$ cat src/rtl/xor4x4_share_arbiter_if.sv
// Requester/result bundle for the shared 4-lane XOR reducer.
// The arbiter takes the slave side; the requesters and the consumer drive the master side.
interface xor4x4_share_arbiter_if #(
  parameter int NREQ = 4,
  parameter int IDW  = 2
);
  logic [NREQ-1:0]       req_valid;
  logic [NREQ-1:0]       req_ready;
  logic [NREQ-1:0][15:0] req_data;
  logic                  out_valid;
  logic                  out_ready;
  logic [3:0]            out_data;
  logic [IDW-1:0]        out_id;
  logic                  out_burst;

  modport master (
    output req_valid, req_data, out_ready,
    input  req_ready, out_valid, out_data, out_id, out_burst
  );
  modport slave (
    input  req_valid, req_data, out_ready,
    output req_ready, out_valid, out_data, out_id, out_burst
  );
endinterface

$ cat src/rtl/xor4x4_share_arbiter.sv
// One 4-lane XOR reducer shared by NREQ requesters.
// Round-robin arbitration with bounded burst ownership feeds a single registered result slot.
module xor4x4_lane (
  input  logic [3:0] bits,
  output logic       o
);
  assign o = ^bits;
endmodule

module xor4x4_share_arbiter #(
  parameter int NREQ     = 4,
  parameter int IDW      = 2,
  parameter int MAXBURST = 4
) (
  input logic                  CLK,
  input logic                  ASYNCRESETN,
  xor4x4_share_arbiter_if.slave bus
);
  typedef enum logic {IDLE, BURST} state_t;

  state_t          state;
  logic [IDW-1:0]  ptr, owner, win;
  logic [3:0]      cnt;
  logic [NREQ-1:0] gnt;
  logic            can_accept, xfer;
  logic [15:0]     sel_data;
  logic [3:0]      red;

  // Reverse scan so the last hit is the first valid index at or after ptr.
  always_comb begin
    can_accept = ~bus.out_valid | bus.out_ready;
    gnt        = '0;
    win        = ptr;
    xfer       = 1'b0;
    if (ASYNCRESETN && can_accept) begin
      if (state == BURST) begin
        if (bus.req_valid[owner]) begin
          win  = owner;
          xfer = 1'b1;
        end
      end else begin
        for (int off = NREQ - 1; off >= 0; off--) begin
          if (bus.req_valid[(int'(ptr) + off) % NREQ]) begin
            win  = IDW'((int'(ptr) + off) % NREQ);
            xfer = 1'b1;
          end
        end
      end
      if (xfer) gnt[win] = 1'b1;
    end
  end

  assign bus.req_ready = gnt;
  assign sel_data      = bus.req_data[win];

  for (genvar k = 0; k < 4; k++) begin : g_lane
    xor4x4_lane u_lane (
      .bits({sel_data[12+k], sel_data[8+k], sel_data[4+k], sel_data[k]}),
      .o   (red[k])
    );
  end

  always_ff @(posedge CLK or negedge ASYNCRESETN) begin
    if (!ASYNCRESETN) begin
      state         <= IDLE;
      ptr           <= '0;
      owner         <= '0;
      cnt           <= '0;
      bus.out_valid <= 1'b0;
      bus.out_data  <= '0;
      bus.out_id    <= '0;
      bus.out_burst <= 1'b0;
    end else if (xfer) begin
      bus.out_valid <= 1'b1;
      bus.out_data  <= red;
      bus.out_id    <= win;
      if (state == IDLE) begin
        ptr           <= (win == IDW'(NREQ - 1)) ? '0 : win + IDW'(1);
        owner         <= win;
        cnt           <= 4'd1;
        bus.out_burst <= 1'b0;
        state         <= (MAXBURST > 1) ? BURST : IDLE;
      end else begin
        cnt           <= cnt + 4'd1;
        bus.out_burst <= 1'b1;
        if (({1'b0, cnt} + 5'd1) == 5'(MAXBURST)) state <= IDLE;
      end
    end else begin
      if (bus.out_ready) bus.out_valid <= 1'b0;
      // Owner went quiet while the slot could take a beat: release ownership.
      if (state == BURST && can_accept) state <= IDLE;
    end
  end
endmodule

$ cat src/flat_wrapper.sv
// flat-port wrapper written by rule: the top's interface ports become plain ports
module xor4x4_share_arbiter_flat 
#(
  parameter int NREQ     = 4,
  parameter int IDW      = 2,
  parameter int MAXBURST = 4
)
  (CLK, ASYNCRESETN, bus_req_valid, bus_req_data, bus_out_ready, bus_req_ready, bus_out_valid, bus_out_data, bus_out_id, bus_out_burst);
  xor4x4_share_arbiter_if #(.NREQ(NREQ), .IDW(IDW)) bus_i ();
  input logic CLK;
  input logic ASYNCRESETN;
  input wire logic [$bits(bus_i.req_valid)-1:0] bus_req_valid;
  input wire logic [$bits(bus_i.req_data)-1:0] bus_req_data;
  input wire logic [$bits(bus_i.out_ready)-1:0] bus_out_ready;
  output wire logic [$bits(bus_i.req_ready)-1:0] bus_req_ready;
  output wire logic [$bits(bus_i.out_valid)-1:0] bus_out_valid;
  output wire logic [$bits(bus_i.out_data)-1:0] bus_out_data;
  output wire logic [$bits(bus_i.out_id)-1:0] bus_out_id;
  output wire logic [$bits(bus_i.out_burst)-1:0] bus_out_burst;
  assign bus_i.req_valid = bus_req_valid;
  assign bus_i.req_data = bus_req_data;
  assign bus_i.out_ready = bus_out_ready;
  assign bus_req_ready = bus_i.req_ready;
  assign bus_out_valid = bus_i.out_valid;
  assign bus_out_data = bus_i.out_data;
  assign bus_out_id = bus_i.out_id;
  assign bus_out_burst = bus_i.out_burst;
  xor4x4_share_arbiter #(.NREQ(NREQ), .IDW(IDW), .MAXBURST(MAXBURST)) u_core (.CLK(CLK), .ASYNCRESETN(ASYNCRESETN), .bus(bus_i));
endmodule
$ cat config.mk
export PLATFORM = sky130hd
export DESIGN_NAME = xor4x4_share_arbiter_flat
export DESIGN_NICKNAME = d
export VERILOG_FILES = /design/src/rtl/xor4x4_share_arbiter_if.sv /design/src/rtl/xor4x4_share_arbiter.sv /design/src/flat_wrapper.sv
export SDC_FILE = /design/constraint.sdc
export NUM_CORES = 1
export LEC_CHECK = 0
export BUFFER_PORTS_ARGS = -buffer_cell sky130_fd_sc_hd__buf_4
export CAP_MARGIN = 20
export CORE_MARGIN = 10
export CORE_UTILIZATION = 34
export CTS_BUF_LIST = sky130_fd_sc_hd__clkbuf_8 sky130_fd_sc_hd__clkbuf_16
export DETAILED_ROUTE_END_ITERATION = 12
export GPL_TIMING_DRIVEN = 0
export PLACE_DENSITY_LB_ADDON = 0.25
export SLEW_MARGIN = 0
export SYNTH_ARGS = -nofsm -noshare
export SYNTH_HDL_FRONTEND = slang
export SYNTH_SLANG_ARGS = --single-unit
$ cat constraint.sdc
create_clock -name CLK -period 5 [get_ports CLK]
set_input_delay 1 -clock CLK [delete_from_list [all_inputs] [get_ports CLK]]
set_output_delay 1 -clock CLK [all_outputs]
set_load 0.02 [all_outputs]
==> results of run 1 <==
==> worst paths after layout <==
path / from / end / slack (ns)
max: bus_req_valid[1] / bus_req_ready[0] / 1.19
min in group asynchronous: ASYNCRESETN / u_core.owner[0] / 0.61
max in group asynchronous: ASYNCRESETN / u_core.bus.out_data[3] / 4.18
min reg2reg: u_core.bus.out_burst / u_core.bus.out_burst / 0.49
max reg2reg: u_core.ptr[0] / u_core.bus.out_data[1] / 2.80
min: u_core.bus.out_burst / u_core.bus.out_burst / 0.49
==> cell type report <==
| type | count | area, sq um |
|---|---|---|
| clock buffers | 3 | 41.29 |
| fillers | 528 | 2597 |
| repair buffers | 81 | 608.1 |
| multi-input cells | 177 | 1343 |
| flip-flops and latches | 17 | 425.4 |
| clock inverters | 1 | 3.754 |
| well taps | 70 | 87.58 |
| inverters | 8 | 30.03 |
| plain buffers | 11 | 68.82 |
==> cell families (layout without fill, tap and decap cells) <==
kind of cell	count (synthesis)	in the layout	synth area share
flops	17	17	0.2279
xor+xnor	50	50	0.2346
fa+ha+maj	2	2	0.01340
simple gates	61	61	0.1830
compound gates	50	50	0.2078
buf+inv	19	104	0.05295
mux	14	14	0.08043
==> sequential cells by signal, summed over array words and instances (netlist names) <==
| signal | flops |
|---|---|
| u_core.cnt | 4 |
| u_core.bus.out_id | 2 |
| u_core.bus.out_burst | 1 |
| u_core.owner | 2 |
| u_core.bus.out_data | 4 |
| u_core.state | 1 |
| u_core.ptr | 2 |
| u_core.bus.out_valid | 1 |
==> synth_stat cells (5+ instances only) <==
cell      instances
xnor2_1          42
dfrtp_1          17
nand2_1          15
mux2i_1           9
nor2_1            8
o21ai_0           8
xor2_1            8
inv_1             7
a211oi_1          6
a21oi_1           6
and3_1            5
nand2b_1          5
==> stage by stage <==
step | power (uW) | instances
floorplan | 800.8 | 213
global route | 1225 | 368
CTS | 1140 | 368
detailed placement | 1036 | 364
global placement | 1027 | 364
finish | 1130 | 368
==> worst min-delay path, stage by stage (launching register included) <==
cell and delay, ns:
dfrtp_1 0.35, nand2_1 0.05, o21ai_0 0.06
==> power groups by stage <==
| stage | Sequential (uW) | Clock (uW) | Combinational, uW |
|---|---|---|---|
| 6_report | 251 | 102 | 778 |
| 5_1_grt | 261 | 110 | 854 |
| 4_1_cts | 252 | 103 | 784 |
| 3_5_place_dp | 255 | 0 | 780 |
| 3_3_place_gp | 253 | 0 | 774 |
| 2_1_floorplan | 279 | 0 | 522 |
==> layer usage <==
layer	vias up	global-route usage
met3	4	0.05356
met5	-	0
met4	0	0.02025
met1	813	0.1334
met2	75	0.1884
li1	930	-
==> layout by cell type (no fill, tap or decap), types with 5 or more instances in the layout <==
cell | Yosys | layout
a211oi_1 | 6 | 6
o21ai_0 | 8 | 8
xnor2_1 | 42 | 42
nand2b_1 | 5 | 5
dfrtp_1 | 17 | 17
and3_1 | 5 | 5
a21oi_1 | 6 | 6
buf_4 | 2 | 83
xor2_1 | 8 | 8
inv_1 | 7 | 8
nand2_1 | 15 | 15
nor2_1 | 8 | 8
mux2i_1 | 9 | 9
==> qor.csv, run 1 <==
stage,metric,value,unit
clock_network,Sink Count,17,
clock_network,H-Tree Depth,1,
critical_path,Slowest Stage Delay on Critical Path,0.38,ns
sta,RSZ-0062 raised after global routing,no,
floorplan,die area,8855,sq um
clock_network,"Clk Latency, worst-skew pair",0.25,ns
placement,pre-CTS WS,1.210,ns
sta,relative slew slack,0.7060,
routing,highest metal used,met4,
floorplan,Top-Level Pins,83,
floorplan,Die Y,94.10,microns
synth,Syn Area/Cell,8.764,sq um
synth,Post-synth EDFFs,0,
sta,Slew Limit Fails,0,
clock_network,clock-pin slew on the worst setup and hold paths,0.07,ns
global_route,number of global-route vias before repair,1914,
sta,final setup fails,0,
global_route,grt total ovfl,0,
critical_path,CP required,4.00,ns
critical_path,startpoint types,primary input,
finish,Layout Nets,372,
critical_path,CP Cell Sequence,"buf_4, buf_6, or2_1, o2bb2ai_2, o311a_1, a211o_1, nor3b_1, buf_4",
finish,area grow syn2layout,39.68,%
floorplan,Core Region,5205,sq um
routing,DRT iter0 DRCs,94,
floorplan,initial core utilization,0.3587,
routing,metal2 WL,2453,microns
global_route,initial antenna violation count,0,
critical_path,worst-path cell with the longest stage delay,a211o_1,
sta,Worst-Margin Slew,0.4384,ns
placement,I/O Buffers,81,
clock_network,Max clock buf depth,2,
pwr,PD cells,433.5,nW/um^2
sta,Final period util,0.7615,
floorplan,die width,94.10,microns
pwr,Sw Ratio,0.4581,
sta,Final WS setup,1.193,ns
synth,syn_nets,286,
synth,share of the synthesized area in the top cell type,0.2279,
routing,Routed wire per std cell,14.37,microns
run_status,status,finished clean,
finish,Util after Layout,0.5010,
routing,M1 WL,2230,microns
global_route,GRT Util Overall,0.1144,
pwr,Clock Power Share,0.090,
clock_network,CTS tree,built,
sta,setup TNS,0,ns
critical_path,CP arrival,2.81,ns
routing,via count,1822,
finish,Final Instance Area,2608,sq um
critical_path,R2R depth,7,
finish,# diodes,0,
finish,ratio of cells with drive above 1 in the final layout,0.3557,
pwr,Flop pwr share,0.222,
critical_path,"Max FO, Critical Path",10,
synth,Post-Syn Instances,213,
synth,synthesis-stage register bit count,17,
placement,Detailed Place HPWL,4459,microns
critical_path,"CP delay by family, top",compound AO/OA/AOI/OAI gates,
routing,Vias/cell,4.951,
synth,Netlist cell types,54,
sta,hold_ws,0.4852,ns
hold_path,min-delay worst type,reg2reg,
critical_path,Worst path depth,8,
pwr,Psw,517.9,uW
global_route,largest net degree at the start of global routing,22,
critical_path,"most used cell, CP",buf_4,
synth,"area leader, netlist",dfrtp_1,
clock_network,postcts setup bufs,0,
clock_network,CTS Buf Count,3,
routing,drt drc,0,
sta,Fin. Hold Viols,0,
global_route,first-pass GRT wire length,8549,microns
placement,cell area after placement,2562,sq um
clock_network,"Hold-fix buffers, CTS",0,
critical_path,Setup Crit Path Kind,in2out,
placement,gpl congestion,0.7971,
pwr,Comb power frac,0.688,
synth,Post-synth ARST share,1.000,
critical_path,CP endpoint kind,primary output,
routing,post-route ant nets,0,
sta,FMAX,0.2626,GHz
critical_path,CP Buf/Inv Count,3,
clock_network,clock root cell,clkbuf_8,
clock_network,Resized Gates After CTS,0,
synth,"Cell Area, Synth",1867,sq um
sta,skew final,0.003385,ns
synth,Ys Warns,0,
run,Max Cap Viol,0,
pwr,Lkg Pwr,0.001183,uW
synth,post-synthesis sequential area ratio,0.2279,
pwr,maximum VDD drop,0.1623,mV
pwr,internal power,612.5,uW
hold_path,Worst Hold Depth,2,
routing,final WL,5287,microns
routing,Pre-antenna DRT Iters,4,
sta,post-layout minimum cycle time,3.807,ns
synth,"top cells by area, synth","dfrtp_1 23%, xnor2_1 20%, mux2i_1 4.8%",
floorplan,Row Count,26,
routing,met3 wire length,561,microns
synth,dominant register cell in the synthesized netlist,dfrtp_1,
Note: power is estimated with default switching activity, not from simulation.
==> run 2: changes to the inputs <==
ABC_AREA = 1   (was default)
clock period = 3.82 ns   (was 5 ns; I/O delays follow)
==> run 2 against run 1 <==
Net effect: critical path depth up 7; utilization rose by 0.28 points; register-to-register slack lost 0.97 ns; routed wire length decreased by 11%; area after synthesis down 12%; clock-buffer cell count is the same; first-iteration DRC count fell by 50%; largest power group unchanged.
==> qor.csv, run 2 <==
stage,metric,value,unit
run_status,status,finished clean,
clock_network,clock root cell,clkbuf_8,
finish,Util after Layout,0.5037,
synth,Post-synth EDFFs,0,
routing,Pre-antenna DRT Iters,4,
finish,Final Instance Area,2364,sq um
clock_network,Max clock buf depth,2,
clock_network,CTS Buf Count,3,
floorplan,initial core utilization,0.3483,
synth,Synth top cells by count,"57 x nand2_1, 48 x xnor2_1, 32 x nand3_1, 17 x dfrtp_1, 17 x inv_1",
floorplan,Row Count,25,
clock_network,"Clk Latency, worst-skew pair",0.25,ns
critical_path,worst-path cell with the longest stage delay,nand2_4,
critical_path,"CP delay by family, top",simple AND/OR/NAND/NOR gates,
finish,"commonest non-fill, non-tap cell in the layout",buf_4,
floorplan,Core Region,4692,sq um
sta,FMAX,0.3316,GHz
synth,Post-synth ARST share,1.000,
critical_path,CP endpoint kind,primary output,
synth,syn_nets,300,
routing,DRT iter0 DRCs,47,
finish,"commonest non-fill, non-tap cells in the layout","82 x buf_4, 57 x nand2_1, 48 x xnor2_1",
global_route,first-pass GRT wire length,7852,microns
placement,cell area after placement,2317,sq um
placement,Detailed Place HPWL,4146,microns
routing,Routed wire per std cell,12.78,microns
synth,post-synthesis sequential area ratio,0.2603,
clock_network,CTS tree,built,
floorplan,Die Y,89.33,microns
routing,via count,1713,
critical_path,startpoint types,primary input,
clock_network,Resized Gates After CTS,0,
pwr,maximum VDD drop,0.2602,mV
finish,Layout Nets,387,
sta,Worst-Margin Slew,0.3946,ns
sta,Fin. Hold Viols,0,
hold_path,min-delay worst type,in2async,
finish,largest registers,"u_core.bus.out_data: 4 flops, u_core.cnt: 4 flops",
synth,synthesis-stage register bit count,17,
global_route,initial antenna violation count,0,
sta,Slew Limit Fails,0,
clock_network,H-Tree Depth,1,
global_route,largest net degree at the start of global routing,19,
sta,Final period util,0.7896,
pwr,Tot Pwr,1466,uW
routing,Vias/cell,4.668,
routing,drt drc,0,
floorplan,die area,7979,sq um
synth,Ys Warns,0,
critical_path,Setup Crit Path Kind,in2out,
synth,share of the synthesized area in the top cell type,0.2603,
sta,final setup fails,0,
sta,setup TNS,0,ns
critical_path,CP Buf/Inv Count,4,
finish,area grow syn2layout,44.64,%
critical_path,CP Cell Sequence,"buf_4, inv_2, nand2_1, nand3_1, nand2_1, inv_2, nand2_1, nand2_1, nand3_1, nand3_2, nand3_4, nand2_4, nand2_1, nor2_1, buf_4",
finish,# diodes,0,
synth,Post-Syn Instances,227,
synth,Netlist cell types,25,
critical_path,"Max FO, Critical Path",10,
finish,ratio of cells with drive above 1 in the final layout,0.3450,
pwr,Lkg Pwr,0.001166,uW
critical_path,"most used cell, CP",nand2_1,
finish,Fill cells,489,
routing,post-route ant nets,0,
placement,I/O Buffers,82,
finish,register area,425.4,sq um
sta,post-layout minimum cycle time,3.016,ns
synth,"top cells by area, synth","dfrtp_1 26%, xnor2_1 26%, nand2_1 13%",
clock_network,postcts setup bufs,0,
sta,relative slew slack,0.7363,
synth,dominant register cell in the synthesized netlist,dfrtp_1,
critical_path,CP required,3.06,ns
critical_path,CP arrival,2.25,ns
pwr,PD cells,620.1,nW/um^2
synth,"area leader, netlist",dfrtp_1,
global_route,GRT Util Overall,0.1220,
critical_path,Slowest Stage Delay on Critical Path,0.17,ns
clock_network,clock-pin slew on the worst setup and hold paths,0.07,ns
synth,most numerous cell in the Yosys netlist,nand2_1,
sta,skew final,0.006511,ns
floorplan,die width,89.33,microns
synth,"Cell Area, Synth",1634,sq um
global_route,number of global-route vias before repair,1797,
floorplan,Top-Level Pins,83,
synth,Syn Area/Cell,7.199,sq um
placement,gpl congestion,0.8261,
routing,final WL,4692,microns
clock_network,Sink Count,17,
clock_network,"Hold-fix buffers, CTS",0,
sta,RSZ-0062 raised after global routing,no,
global_route,grt total ovfl,0,
run,Max Cap Viol,0,
finish,area occupied by multi-input gates,1099,sq um
[run 2: changes by cell type after synthesis, sizes merged, moves of 7 or more]
cell   change
inv       +17
mux2i      -9
nand2     +43
nand3     +31
o21ai      +9
xor2       -7
[run 2: metal layers]
layer | global-route usage | share of wire | vias up
met5 | 0 | 0 | -
met4 | 0.03468 | 0.010 | 0
met3 | 0.06199 | 0.12 | 4
met2 | 0.2079 | 0.48 | 67
met1 | 0.1293 | 0.39 | 741
li1 | - | - | 901
[run 2: kinds of logic after synthesis]
family,count (synthesis),share of synthesized area
adders and majority gates,2,0.01531
buffers and inverters,27,0.06738
AOI/OAI and AO/OA,24,0.08423
DFF,17,0.2603
xor gates and xnor gates,49,0.2626
and+or+nand+nor,108,0.3101
[run 2: power by group]
group	internal (uW)	total [uW]	leakage, uW	switching (uW)
sequential	262	334	0.000206	71.8
clock	72.4	137	0.0000255	64.2
combinational	397	995	0.000934	599
[run 2: cell type report]
class,count,area share
inverter,25,0.03970
clock buffer,3,0.01747
timing repair buffer,82,0.2605
buffer,2,0.006882
sequential,17,0.1800
multi-input combinational,183,0.4648
tap,54,0.02859
clock inverter,1,0.002118
[run 2: path summary, 6_finish.rpt]
path / startpoint / end / slack (ns) / cells past startpoint
max: bus_req_valid[1] / bus_req_ready[1] / 0.80 / 15
min: ASYNCRESETN / u_core.bus.out_burst / 0.37 / 1
max reg2reg: u_core.ptr[0] / u_core.bus.out_data[2] / 1.83 / 15
min reg2reg: u_core.bus.out_id[1] / u_core.bus.out_id[1] / 0.51 / 2
max in group asynchronous: ASYNCRESETN / u_core.cnt[0] / 3.25 / 1
min in group CLK: u_core.bus.out_id[1] / u_core.bus.out_id[1] / 0.51 / 2
[run 2: per-stage QoR]
step | setup WS, ns | hold WS (ns) | cells
after floorplan | 1.068 | 0.4684 | 227
after global placement | 0.7883 | 0.4766 | 363
after detailed placement | 0.7706 | 0.4917 | 363
after CTS | 0.7746 | 0.3798 | 367
after global routing | 0.6193 | 0.3759 | 367
final | 0.8039 | 0.3682 | 367
[run 2: worst reg2reg max path, cell delays in order (launching register included)]
cell,delay (ns)
dfrtp_1,0.40
buf_6,0.15
o21ai_2,0.22
nand2_1,0.08
nand2_1,0.08
inv_2,0.04
nand3_1,0.07
nand3_1,0.08
o21ai_2,0.12
nand2_1,0.09
o21ai_2,0.15
inv_2,0.14
nand3_1,0.11
nand3_1,0.07
nand2_1,0.06
inv_1,0.04
